## config.mk

```make
export PLATFORM = sky130hd
export DESIGN_NAME = usb_tx_arbiter_flat
export DESIGN_NICKNAME = d
export VERILOG_FILES = /design/src/rtl/usb_arb_pkg.sv /design/src/rtl/usb_tx_arbiter_if.sv /design/src/rtl/usb_rr_pick.sv /design/src/rtl/usb_tx_arbiter.sv /design/src/flat_wrapper.sv
export SDC_FILE = /design/constraint.sdc
export NUM_CORES = 1
export LEC_CHECK = 0
export CAP_MARGIN = 30
export CELL_PAD_IN_SITES_DETAIL_PLACEMENT = 2
export CELL_PAD_IN_SITES_GLOBAL_PLACEMENT = 2
export CORE_MARGIN = 2
export CORE_UTILIZATION = 27
export CTS_CLUSTER_DIAMETER = 200
export DETAILED_ROUTE_END_ITERATION = 12
export PLACE_DENSITY = 0.81
export RECOVER_POWER = 100
export SYNTH_ARGS = -nofsm -noshare
export SYNTH_HDL_FRONTEND = slang
export SYNTH_SLANG_ARGS = --single-unit
```

## constraint.sdc

```tcl
create_clock -name clk -period 1.7 [get_ports clk]
set_input_delay 0.34 -clock clk [delete_from_list [all_inputs] [get_ports clk]]
set_output_delay 0.34 -clock clk [all_outputs]
set_load 0.02 [all_outputs]
```

## src/rtl/usb_arb_pkg.sv

```systemverilog
// Shared types and constants for the USB transmit arbiter.
// Holds the FSM encoding, the output-stage payload and the round-robin slot helper.
package usb_arb_pkg;

  localparam int unsigned MAX_REQ       = 4;
  localparam int unsigned OWNER_W       = 2;
  localparam int unsigned BURST_W       = 8;
  localparam int unsigned MAX_BURST_DEF = 64;

  typedef enum logic [0:0] {
    ST_IDLE  = 1'b0,
    ST_GRANT = 1'b1
  } arb_state_t;

  typedef struct packed {
    logic       valid;
    logic [7:0] data;
  } send_beat_t;

  // Requester index visited k steps after last_owner, wrapping at n.
  function automatic int unsigned rr_slot(input logic [OWNER_W-1:0] last_owner,
                                          input int unsigned k,
                                          input int unsigned n);
    return (32'(last_owner) + k) % n;
  endfunction

endpackage

```

## src/rtl/usb_tx_arbiter_if.sv

```systemverilog
// Byte-stream requester bus and device send channel of the USB transmit arbiter.
// master = test sources / device side, slave = arbiter.
interface usb_tx_arbiter_if #(
  parameter int unsigned NUM_REQ = 2
);

  logic [8*NUM_REQ-1:0] req_data;
  logic [NUM_REQ-1:0]   req_valid;
  logic [NUM_REQ-1:0]   req_last;
  logic [NUM_REQ-1:0]   req_ready;
  logic [7:0]           send_data;
  logic                 send_valid;
  logic                 send_ready;
  logic [NUM_REQ-1:0]   grant;
  logic                 busy;

  modport master (
    output req_data, req_valid, req_last, send_ready,
    input  req_ready, send_data, send_valid, grant, busy
  );

  modport slave (
    input  req_data, req_valid, req_last, send_ready,
    output req_ready, send_data, send_valid, grant, busy
  );

endinterface

```

## src/rtl/usb_rr_pick.sv

```systemverilog
// Combinational round-robin picker: first set request after last_owner, wrapping.
// Returns a one-hot winner, all zero when nothing is requesting.
module usb_rr_pick
  import usb_arb_pkg::*;
#(
  parameter int unsigned NUM_REQ = 2
) (
  input  logic [NUM_REQ-1:0] req,
  input  logic [OWNER_W-1:0] last_owner,
  output logic [NUM_REQ-1:0] winner
);

  always_comb begin
    logic found;
    winner = '0;
    found  = 1'b0;
    // k = NUM_REQ lands back on last_owner, so it only wins when alone.
    for (int unsigned k = 1; k <= NUM_REQ; k++) begin
      for (int unsigned i = 0; i < NUM_REQ; i++) begin
        if (!found && req[i] && (i == rr_slot(last_owner, k, NUM_REQ))) begin
          winner[i] = 1'b1;
          found     = 1'b1;
        end
      end
    end
  end

endmodule

```

## src/rtl/usb_tx_arbiter.sv

```systemverilog
// Round-robin arbiter merging NUM_REQ byte streams onto one device send channel.
// Grants whole packets, capped at MAX_BURST bytes, through a single output register.
module usb_tx_arbiter
  import usb_arb_pkg::*;
#(
  parameter int unsigned NUM_REQ   = 2,
  parameter int unsigned MAX_BURST = MAX_BURST_DEF
) (
  input logic             clk,
  input logic             rst,
  input logic             usb_rstn,
  usb_tx_arbiter_if.slave bus
);

  arb_state_t           state_q, state_d;
  logic [OWNER_W-1:0]   owner_q, owner_d;
  logic [OWNER_W-1:0]   last_owner_q, last_owner_d;
  logic [NUM_REQ-1:0]   grant_q, grant_d;
  logic [BURST_W-1:0]   burst_q, burst_d;
  send_beat_t           beat_q, beat_d;
  logic                 busy_q, busy_d;

  logic [NUM_REQ-1:0]   pick;
  logic [OWNER_W-1:0]   pick_idx;
  logic                 owner_valid;
  logic                 owner_last;
  logic [7:0]           owner_data;
  logic                 slot_free;
  logic [NUM_REQ-1:0]   ready_c;

  usb_rr_pick #(
    .NUM_REQ (NUM_REQ)
  ) u_pick (
    .req        (bus.req_valid),
    .last_owner (last_owner_q),
    .winner     (pick)
  );

  // Winner index and the current owner's byte lane.
  always_comb begin
    pick_idx    = '0;
    owner_valid = 1'b0;
    owner_last  = 1'b0;
    owner_data  = 8'h00;
    for (int unsigned i = 0; i < NUM_REQ; i++) begin
      if (pick[i]) begin
        pick_idx = OWNER_W'(i);
      end
      if (owner_q == OWNER_W'(i)) begin
        owner_valid = bus.req_valid[i];
        owner_last  = bus.req_last[i];
        owner_data  = bus.req_data[8*i +: 8];
      end
    end
  end

  assign slot_free = ~beat_q.valid | bus.send_ready;

  // Next-state, grant bookkeeping and output stage.
  always_comb begin
    state_d      = state_q;
    owner_d      = owner_q;
    last_owner_d = last_owner_q;
    grant_d      = grant_q;
    burst_d      = burst_q;
    beat_d       = beat_q;
    ready_c      = '0;

    if (beat_q.valid && bus.send_ready) begin
      beat_d.valid = 1'b0;
    end

    if (!usb_rstn) begin
      // Link down: drop everything except the round-robin history.
      state_d      = ST_IDLE;
      grant_d      = '0;
      burst_d      = '0;
      beat_d.valid = 1'b0;
    end else begin
      case (state_q)
        ST_IDLE: begin
          if (|pick) begin
            state_d = ST_GRANT;
            owner_d = pick_idx;
            grant_d = pick;
            burst_d = '0;
          end
        end
        ST_GRANT: begin
          ready_c = grant_q & {NUM_REQ{slot_free}};
          if (owner_valid && slot_free) begin
            beat_d.valid = 1'b1;
            beat_d.data  = owner_data;
            burst_d      = burst_q + BURST_W'(1);
            if (owner_last || (burst_q == BURST_W'(MAX_BURST - 1))) begin
              state_d      = ST_IDLE;
              grant_d      = '0;
              burst_d      = '0;
              last_owner_d = owner_q;
            end
          end
        end
        default: begin
          state_d = ST_IDLE;
          grant_d = '0;
        end
      endcase
    end
  end

  assign busy_d = (state_d == ST_GRANT) | beat_d.valid;

  always_ff @(posedge clk or posedge rst) begin
    if (rst) begin
      state_q      <= ST_IDLE;
      owner_q      <= '0;
      last_owner_q <= OWNER_W'(NUM_REQ - 1);
      grant_q      <= '0;
      burst_q      <= '0;
      beat_q       <= '0;
      busy_q       <= 1'b0;
    end else begin
      state_q      <= state_d;
      owner_q      <= owner_d;
      last_owner_q <= last_owner_d;
      grant_q      <= grant_d;
      burst_q      <= burst_d;
      beat_q       <= beat_d;
      busy_q       <= busy_d;
    end
  end

  assign bus.req_ready  = ready_c;
  assign bus.send_data  = beat_q.data;
  assign bus.send_valid = beat_q.valid;
  assign bus.grant      = grant_q;
  assign bus.busy       = busy_q;

endmodule

```

## src/flat_wrapper.sv

```systemverilog
// flat-port wrapper written by rule: the top's interface ports become plain ports
module usb_tx_arbiter_flat import usb_arb_pkg::*;
#(
  parameter int unsigned NUM_REQ   = 2,
  parameter int unsigned MAX_BURST = MAX_BURST_DEF
)
  (clk, rst, usb_rstn, bus_req_data, bus_req_valid, bus_req_last, bus_send_ready, bus_req_ready, bus_send_data, bus_send_valid, bus_grant, bus_busy);
  usb_tx_arbiter_if #(.NUM_REQ(NUM_REQ)) bus_i ();
  input logic clk;
  input logic rst;
  input logic usb_rstn;
  input wire logic [$bits(bus_i.req_data)-1:0] bus_req_data;
  input wire logic [$bits(bus_i.req_valid)-1:0] bus_req_valid;
  input wire logic [$bits(bus_i.req_last)-1:0] bus_req_last;
  input wire logic [$bits(bus_i.send_ready)-1:0] bus_send_ready;
  output wire logic [$bits(bus_i.req_ready)-1:0] bus_req_ready;
  output wire logic [$bits(bus_i.send_data)-1:0] bus_send_data;
  output wire logic [$bits(bus_i.send_valid)-1:0] bus_send_valid;
  output wire logic [$bits(bus_i.grant)-1:0] bus_grant;
  output wire logic [$bits(bus_i.busy)-1:0] bus_busy;
  assign bus_i.req_data = bus_req_data;
  assign bus_i.req_valid = bus_req_valid;
  assign bus_i.req_last = bus_req_last;
  assign bus_i.send_ready = bus_send_ready;
  assign bus_req_ready = bus_i.req_ready;
  assign bus_send_data = bus_i.send_data;
  assign bus_send_valid = bus_i.send_valid;
  assign bus_grant = bus_i.grant;
  assign bus_busy = bus_i.busy;
  usb_tx_arbiter #(.NUM_REQ(NUM_REQ), .MAX_BURST(MAX_BURST)) u_core (.clk(clk), .rst(rst), .usb_rstn(usb_rstn), .bus(bus_i));
endmodule
```

=== Word level (Yosys, flattened, before mapping) ===
Cells that the tools add are included.

* Bits in registers: 23

* Bitwise operators: 5
* Equal/unequal tests: 5
* Reduce and logical (&&, ||, !) cells: 22
* Mux-type cells: 34
* Add/subtract/negate cells: 3

{| class="wikitable"
|+ Operators by type and width
! cell !! number
|-
| zero test 32 bit || 2
|-
| 2-to-1 mux 8 bit || 6
|-
| 2-to-1 mux 9 bit || 2
|-
| 2-to-1 mux 1 bit || 17
|-
| one-hot mux 8 bit (2 select lines) || 1
|-
| 2-to-1 mux 2 bit || 6
|-
| logical AND 1 bit || 9
|-
| AND reduction 3 bit || 3
|-
| adder 8 x 1 -> 8 bit, second input constant || 1
|-
| == test 8 x 6 -> 1 bit, second input constant || 1
|-
| inequality test 3 bit, second input constant || 2
|-
| one-hot mux 2 bit (2 select lines) || 1
|-
| AND reduction 4 bit || 1
|-
| zero test 1 bit || 3
|-
| inequality test 3 x 2 -> 1 bit, second input constant || 1
|-
| adder 1 bit, second input constant || 2
|-
| AND 2 bit || 1
|-
| zero test 2 bit || 1
|-
| NOT 1 bit || 2
|-
| OR 1 bit || 2
|-
| one-hot mux 1 bit (2 select lines) || 1
|-
| AND reduction 2 bit || 1
|-
| OR reduction 2 bit || 1
|-
| == test 1 bit, second input constant || 1
|-
| logical OR 1 bit || 1
|}

=== Logic depth before layout (Yosys ltp) ===
* Depth in word-level cells: 21
* Mapped depth: 5
* Mapped depth without buffers: 5

=== Cells and area by module ===
A second synthesis with hierarchy kept.

* Cell total of the unflattened synthesis: 125
* Area, all modules: 1186.1 um^2

{| class="wikitable"
|+ Modules (own cells, without submodules)
! module !! area each (um^2) !! cells each !! times used
|-
| usb_tx_arbiter || 1167.4 || 122 || 1
|-
| usb_rr_pick || 18.8 || 3 || 1
|}

=== Worst setup path before layout ===
Ideal clock, no wire load.

* Path kind: reg2reg
* Start point: register u_core.beat_q, in the netlist u_core.bus.send_valid
* End point: register u_core.burst_q[7]
* Stages on the path, launching flop included: 5
* Data arrival time: 1.580 ns
* Clock period less this slack: 1.658 ns
* Slack: 0.042 ns
* Path through: dfrtp_1 > nor2b_1 > o221a_2 > or4_1 > a21oi_1

* Word-level cells in the longest chain between the ends: 5

{| class="wikitable"
|+ Ends and longest elaborated chain
! what !! RTL line !! source
|-
| from (decl) || usb_tx_arbiter.sv:20 || <nowiki>send_beat_t beat_q, beat_d;</nowiki>
|-
| from (signal assigned) || usb_tx_arbiter.sv:128 || <nowiki>beat_q <= beat_d;</nowiki>
|-
| NOT 1 bit || usb_tx_arbiter.sv:57 || <nowiki>assign slot_free = ~beat_q.valid | bus.send_ready;</nowiki>
|-
| OR 1 bit || usb_tx_arbiter.sv:57 ||
|-
| logical AND 1 bit || usb_tx_arbiter.sv:91 || <nowiki>if (owner_valid && slot_free) begin</nowiki>
|-
| inequality test 3 bit (no line) || -- ||
|-
| AND reduction 2 bit (no line) || -- ||
|-
| to (signal assigned) || usb_tx_arbiter.sv:127 || <nowiki>burst_q <= burst_d;</nowiki>
|-
| to (decl) || usb_tx_arbiter.sv:19 || <nowiki>logic [BURST_W-1:0] burst_q, burst_d;</nowiki>
|}

Every way passes these cells.
A chain may end at the register's enable or synchronous reset.

=== Worst setup path in the final report ===
* Start point: register u_core.owner_q[0]
* End point: register u_core.burst_q[7]

* Word-level cells in the longest chain between the ends: 8

{| class="wikitable"
|+ Ends and longest elaborated chain
! what !! RTL line !! source
|-
| from (decl) || usb_tx_arbiter.sv:16 || <nowiki>logic [OWNER_W-1:0] owner_q, owner_d;</nowiki>
|-
| from (signal assigned) || usb_tx_arbiter.sv:124 || <nowiki>owner_q <= owner_d;</nowiki>
|-
| zero test 2 bit || usb_tx_arbiter.sv:49 || <nowiki>if (owner_q == OWNER_W'(i)) begin</nowiki>
|-
| 2-to-1 mux 1 bit (2 in series) || usb_tx_arbiter.sv:49 ||
|-
| logical OR 1 bit || usb_tx_arbiter.sv:95 || <nowiki>if (owner_last || (burst_q == BURST_W'(MAX_BURST - 1))) begin</nowiki>
|-
| 2-to-1 mux 8 bit || usb_tx_arbiter.sv:95 ||
|-
| 2-to-1 mux 8 bit || usb_tx_arbiter.sv:91 ||
|-
| one-hot mux 8 bit (2 select lines) || usb_tx_arbiter.sv:80 || <nowiki>case (state_q)</nowiki>
|-
| 2-to-1 mux 8 bit || usb_tx_arbiter.sv:73 || <nowiki>if (!usb_rstn) begin</nowiki>
|}

Several ways; a longest one is shown, not always the timed one. The select of a mux whose other input is x is not followed.

==> impl_metrics.env <==
export IMPL_status="finished, final reports clean"
export IMPL_drive_gt1_frac=0.246
export IMPL_grt_ovfl_total=0
export IMPL_timing_fmax_ghz=0.604
export IMPL_reg2reg_from="u_core.owner_q[0]"
export IMPL_timing_rr_end="u_core.burst_q[7]"
export IMPL_clock_tree_buffer_depth=2
export IMPL_startpoint_type="flip-flop"
export IMPL_drt_iter0_markers=19
export IMPL_netlist_top_cells_count="22 x dfrtp_1, 16 x a21oi_1, 11 x nor2_1"
export IMPL_boundaryPins=38
export IMPL_async_flop_share=1.00
export IMPL_ff_latch_area_sq_um=578
export IMPL_synth_seq_cells=23
export IMPL_critPathRequiredTime_ps=1910
export IMPL_grt_pass1_wl_mm=6.70
export IMPL_slew_viol_final=0
export IMPL_worst_setup_path_end_kind="flip-flop"
export IMPL_cts_tree="done"
export IMPL_antenna_found_initial=0
export IMPL_fp_dieArea_sq_um=4900
export IMPL_cts_buffers=3
export IMPL_dp_hpwl_mm=3.04
export IMPL_fin_nets=209
export IMPL_final_antenna_net_count=0
export IMPL_wl_per_cell_microns=17.9
export IMPL_cts_sinks=23
export IMPL_synthCells=120
export IMPL_finalHoldViolCount=0
export IMPL_arrival_ps=1860
export IMPL_grt_usage=0.172
export IMPL_htreeDepth=1
export IMPL_grt_util_met2=0.307
export IMPL_fillers=457
export IMPL_grt_util_met3=0.0505
export IMPL_insertion_delay_ps=280
export IMPL_setup_ws_ps=44.8
export IMPL_grt_pass1_vias=1376
export IMPL_fin_crit_ps=1660
export IMPL_setup_viol=0
export IMPL_crit_fanout=5
export IMPL_synth_top_cell_area_share=0.468
export IMPL_p_per_area_nw_per_um2=978
export IMPL_fin_area_sq_um=1880
export IMPL_synth_area_leaders="dfrtp_1 47%, mux2i_1 8.5%, a21oi_1 6.8%, nor2_1 3.5%, o21ai_1 2.6%"
export IMPL_rows=24
export IMPL_reg2regPathDepth=7
export IMPL_synthesis_area_sq_um=1180
export IMPL_grt_max_degree=24
export IMPL_firstDrtPassIters=4
export IMPL_r2r_setup_slack_ps=40
export IMPL_yosysMostFrequentCell="dfrtp_1"
export IMPL_gp_congestion=0.813
export IMPL_clock_skew_ps=5.41
export IMPL_slew_headroom=0.581
export IMPL_ctsHoldBuffers=0
export IMPL_ys_seq_area_frac=0.490
export IMPL_multi_input_area_sq_um=629
export IMPL_min_path_cells=3
export IMPL_rsz0062_at_grt="true"
export IMPL_ir_worst_vdd_uv=519
export IMPL_synth_edf_count=0
export IMPL_yosys_warnings=0
export IMPL_place_area_sq_um=1760
export IMPL_power_leakage_nw=0.839
export IMPL_die_y_microns=70
export IMPL_pre_cts_ws_ps=-435
export IMPL_dieWidth_microns=70
export IMPL_path_class="reg2reg"
export IMPL_hp_start="bus_send_ready"
export IMPL_area_growth_pct=59.9
export IMPL_num_vias=1196
export IMPL_start_util=0.276
export IMPL_path_clk_slew_ps=90
export IMPL_timing_final_crit_share=0.974
export IMPL_hp_class="in2reg"
export IMPL_syn_area_per_cell_sq_um=9.80
export IMPL_synthFlopType="dfrtp_1"
export IMPL_synth_largest_area_cell="dfrtp_1"
export IMPL_avgViaCountPerCell=5.09
export IMPL_synth_fp_nets=145
export IMPL_root_buffer="clkbuf_8"
export IMPL_grtUsageMet1=0.196
export IMPL_yosysUniqueCellTypes=33
export IMPL_routed_wl_mm=4.22
export IMPL_drc=0
export IMPL_maxCapViolations=0
export IMPL_tightest_slew_ps=629
export IMPL_core_region_area_sq_um=4260
export IMPL_io_buffers=37
export IMPL_top_usage_layer="met2"
export IMPL_min_to="u_core.bus.busy"
export IMPL_num_antenna_cells=0
==> metal layers <==
layer,vias up,share of wire
li1,561,-
met4,0,0.013
met3,7,0.059
met1,592,0.42
met2,36,0.51
met5,-,0
==> through the flow <==
step | total power, mW | utilization | hold WS [ps] | TNS (ps) | cells
2_1_floorplan | 1.07 | - | 341 | 0 | 120
3_3_place_gp | 1.42 | 0.414 | 507 | -3260 | 228
3_5_place_dp | 1.46 | 0.414 | 526 | -5070 | 228
4_1_cts | 1.85 | 0.426 | 421 | 0 | 234
5_1_grt | 1.95 | 0.441 | 509 | -167 | 235
6_report | 1.84 | 0.441 | 484 | 0 | 235
==> where the power goes <==
group          internal [mW]  switching [mW]  total [mW]
Combinational          0.369           0.367       0.736
Sequential             0.664          0.0755       0.739
Clock                  0.168           0.196       0.364
Total                   1.20           0.638        1.84
==> how the worst max path moves through the flow <==
| stage | start | to |
|---|---|---|
| after floorplan | u_core.bus.send_valid | u_core.burst_q[7] |
| after global placement | usb_rstn | bus_req_ready[0] |
| after detailed placement | usb_rstn | bus_req_ready[0] |
| after CTS | usb_rstn | bus_req_ready[0] |
| after global routing | u_core.burst_q[1] | u_core.bus.grant[1] |
| final | u_core.owner_q[0] | u_core.burst_q[7] |
==> layout make-up <==
| type | instances | share of cell area |
|---|---|---|
| sequential | 23 | 0.307 |
| multi-input combinational | 88 | 0.335 |
| tap | 52 | 0.0346 |
| inverter | 6 | 0.0120 |
| clock buffer | 4 | 0.0240 |
| timing repair buffer | 62 | 0.287 |
==> timing repair <==
item,CTS,global route
setup buffers,2,0
pin swaps,4,7
gates cloned,0,1
endpoints found under the setup margin,9,15
gates resized for setup,14,18
==> critical path, cell delays in order (launching register included) <==
cell and delay (ps):
dfrtp_2 430, mux2i_2 290, clkbuf_4 190, buf_4 120
nor2_2 50, buf_4 130, o211a_4 270, a21oi_1 120
==> state kept, by name, indices dropped and copies added (netlist names) <==
signal                 flops
u_core.bus.grant           2
u_core.last_owner_q        1
u_core.bus.send_data       8
u_core.burst_q             8
u_core.bus.send_valid      1
u_core.state_q             1
u_core.bus.busy            1
u_core.owner_q             1
==> cell usage in the layout, fill, tap and decap left out, types with 2 or more instances in the layout <==
cell type | Yosys | final
a21o_1 | 2 | 2
a21oi_1 | 16 | 14
a21oi_2 | 0 | 2
a22o_1 | 2 | 2
and3_1 | 2 | 2
buf_4 | 0 | 20
clkbuf_1 | 1 | 2
clkbuf_2 | 0 | 3
clkbuf_4 | 0 | 2
clkbuf_8 | 0 | 3
clkdlybuf4s50_1 | 0 | 29
dfrtp_1 | 22 | 21
dlygate4sd2_1 | 0 | 3
dlymetal6s2s_1 | 0 | 2
inv_1 | 6 | 6
mux2i_1 | 10 | 9
nand2_1 | 7 | 7
nand3_1 | 4 | 4
nor2_1 | 11 | 9
nor2_2 | 0 | 2
nor2b_1 | 3 | 2
nor3_1 | 2 | 2
o21ai_0 | 2 | 2
o21ai_1 | 6 | 5
or3_1 | 3 | 3
or4_1 | 3 | 2
==> cells by family after synthesis <==
group	Yosys count	synth area share
flops	23	0.490
buf+inv	9	0.0298
fa+ha+maj	1	0.0106
mux	12	0.104
compound gates	36	0.191
simple gates	39	0.173
No activity file was read; power rests on OpenSTA's default activity.
==> RTL change, RTL diff (config.mk and constraints unchanged) <==
`NUM_REQ` is set to 2 in 4 places; all go to 1.
--- a/src/rtl/usb_tx_arbiter_if.sv
+++ b/src/rtl/usb_tx_arbiter_if.sv
@@ -3,3 +3,3 @@
 interface usb_tx_arbiter_if #(
-  parameter int unsigned NUM_REQ = 2
+  parameter int unsigned NUM_REQ = 1
 );
--- a/src/rtl/usb_rr_pick.sv
+++ b/src/rtl/usb_rr_pick.sv
@@ -5,3 +5,3 @@
 #(
-  parameter int unsigned NUM_REQ = 2
+  parameter int unsigned NUM_REQ = 1
 ) (
--- a/src/rtl/usb_tx_arbiter.sv
+++ b/src/rtl/usb_tx_arbiter.sv
@@ -5,3 +5,3 @@
 #(
-  parameter int unsigned NUM_REQ   = 2,
+  parameter int unsigned NUM_REQ   = 1,
   parameter int unsigned MAX_BURST = MAX_BURST_DEF
--- a/src/flat_wrapper.sv
+++ b/src/flat_wrapper.sv
@@ -3,3 +3,3 @@
 #(
-  parameter int unsigned NUM_REQ   = 2,
+  parameter int unsigned NUM_REQ   = 1,
   parameter int unsigned MAX_BURST = MAX_BURST_DEF
Ports: changed (5 resized); port bits go from 38 to 26. The function was not compared with the original's and may differ.
==> RTL change against the unedited design <==
Synthesized cell count fell by 26%. Maximum frequency rose by 0.20%. Clock skew rose by 0.0044 ns. Sequential cell count fell by 3. Via count fell by 24%. Non-clock buffer count fell by 15. Wire length fell by 26%. Final area fell by 24%. Setup slack improved by 0.0033 ns. Area after synthesis fell by 20%. Highest routed layer unchanged.
Power is not compared: it rests on default switching activity, and its combinational part moved more than twofold at a synthesized area within 25%.
==> RTL change: results (changes against the unedited design) <==
[placement]
place.gp.congestion=0.7924  ; -2.5%
place_area_mm2=0.001389  ; -21%
place_ws_ns=-0.4462  ; -0.01092 ns
numPortBuffers=25  ; -32%
place_hpwl_mm=2.365  ; -22%

[synth]
syn-num-nets=104  ; -28%
synth_compound_area_share_pct=13.36  ; -5.8 points
ys_top_cells_by_area=dfrtp_1 (53%), mux2_2 (8.3%), a21oi_1 (3.2%)
synth_common_cells=dfrtp_1 (20), mux2_2 (7), nand2_1 (7)
synthAdderAreaFrac_pct=1.323  ; +0.26 points
yosysSeqAreaShare_pct=52.91  ; +3.9 points
muxShareOfSynthArea_pct=9.524  ; -0.90 points
yosysUniqueCellTypes=31  ; -6.1%
yosysWarnings=0  ; unchanged

[global_routing]
grt_usage_pct=16.33  ; -0.90 points
grt_pass1_vias=1037  ; -25%
use_met1_pct=16.80  ; -2.8 points
grt_max_degree=21  ; -13%
grt_pass1_wl_mm=4.961  ; -26%
grt_use_met3_pct=4.107  ; -0.94 points
grt_use_met2_pct=30.05  ; -0.63 points
grt_remaining_overflow=0  ; unchanged

[detailed_routing]
wl_mm=3.141  ; -26%
viasPerCell=4.940  ; -2.9%
detail_route.iter0.violations=28  ; +9

[status]
status=finished, final reports clean

[timing]
max_freq_mhz=605.3  ; +0.20%
slew_headroom_pct=24.98  ; -33 points
fin_worst_skew_ns=0.009832  ; +0.004421 ns

[setup_path]
cpMaxStageDelayCell=or4_1
reg2regPathDepth=4  ; -3
cp_top_family=simple AND/OR/NAND/NOR gates
cp_slowest_stage_delay_ns=0.51  ; +0.08 ns
path_max_fanout=6  ; +1
arrival_ns=1.89  ; +0.03 ns
r2r_start=u_core.state_q$_DFF_PP0_

[clock_tree]
insertion_delay_ns=0.31  ; +0.03 ns
clockBufferDepth=2  ; unchanged
path_clk_slew_ns=0.12  ; +0.03 ns
cts_root_buffer=clkbuf_4

[cells_and_area]
drive_above_1_share_pct=24.82  ; +0.23 points
nets=154  ; -26%

[hold_path]
holdPathStages=3  ; unchanged

==> RTL change: cell count changes in the layout (fill, tap and decap cells not counted), moves of 5 or more <==
cell | before | now
o21ai_0 | 2 | 7
a21oi_1 | 14 | 6
mux2i_1 | 9 | 0
clkdlybuf4s50_1 | 29 | 18
mux2_2 | 1 | 7
==> RTL change: worst max path at each step <==
stage / endpoint / start / cells past startpoint
global placement: u_core.bus.send_data[3]$_DFFE_PP0P_ / usb_rstn / 5
floorplan: u_core.burst_q[5]$_DFFE_PP0P_ / u_core.bus.send_valid$_DFF_PP0_ / 4
global route: u_core.burst_q[7]$_DFFE_PP0P_ / u_core.state_q$_DFF_PP0_ / 4
finish: u_core.burst_q[7]$_DFFE_PP0P_ / u_core.state_q$_DFF_PP0_ / 4
detailed placement: u_core.burst_q[5]$_DFFE_PP0P_ / bus_send_ready / 5
CTS: u_core.burst_q[5]$_DFFE_PP0P_ / bus_req_valid / 5
==> RTL change: area by class of cell <==
type	count	area, um^2
fillers	380	1939
flip-flops and latches	20	500.5
multi-input cells	64	444.2
repair buffers	47	387.9
well taps	46	57.56
clock buffers	3	22.52
inverters	3	11.26
==> RTL change: through the flow <==
stage	hold slack, ns	std cells	TNS, ns
3_3_place_gp	0.4862	177	-4.809
3_5_place_dp	0.4951	177	-5.963
2_1_floorplan	0.3038	89	0
6_report	0.4881	183	0
4_1_cts	0.3525	182	0
5_1_grt	0.5336	183	0
==> RTL change: cells by family (layout without fill, tap and decap cells) <==
kind of cell             count (synthesis)  in the layout
XOR/XNOR                                 1              1
flip-flops                              20             20
AND/OR/NAND/NOR                         33             33
multiplexers                             8              8
AO/OA/AOI/OAI                           21             21
buffers and inverters                    5             53
adder cells (fa/ha/maj)                  1              1
==> RTL change: worst register-to-register path, stage by stage, from the launching register on <==
cell,delay [ns]
dfrtp_1,0.43
and4b_4,0.22
or2_4,0.27
or4_1,0.51
a21oi_1,0.16
==> RTL change: routing by layer <==
metal / routed length [um] / up-vias
li1: - / 421
met1: 1204 / 447
met2: 1670 / 27
met3: 156 / 9
met4: 110 / 0
met5: 0 / -
==> RTL change: timing repair <==
item | 4_1_cts | 5_1_grt
cloned | 0 | 0
buffers inserted | 2 | 1
pin swaps | 5 | 2
endpoints found under the setup margin | 13 | 6
gates resized for setup | 11 | 3
==> RTL change: power breakdown <==
group	total [uW]	switching, uW	internal (uW)
combinational	339	159	181
clock	237	154	83.0
sequential	562	30.3	532
total	1140	343	796
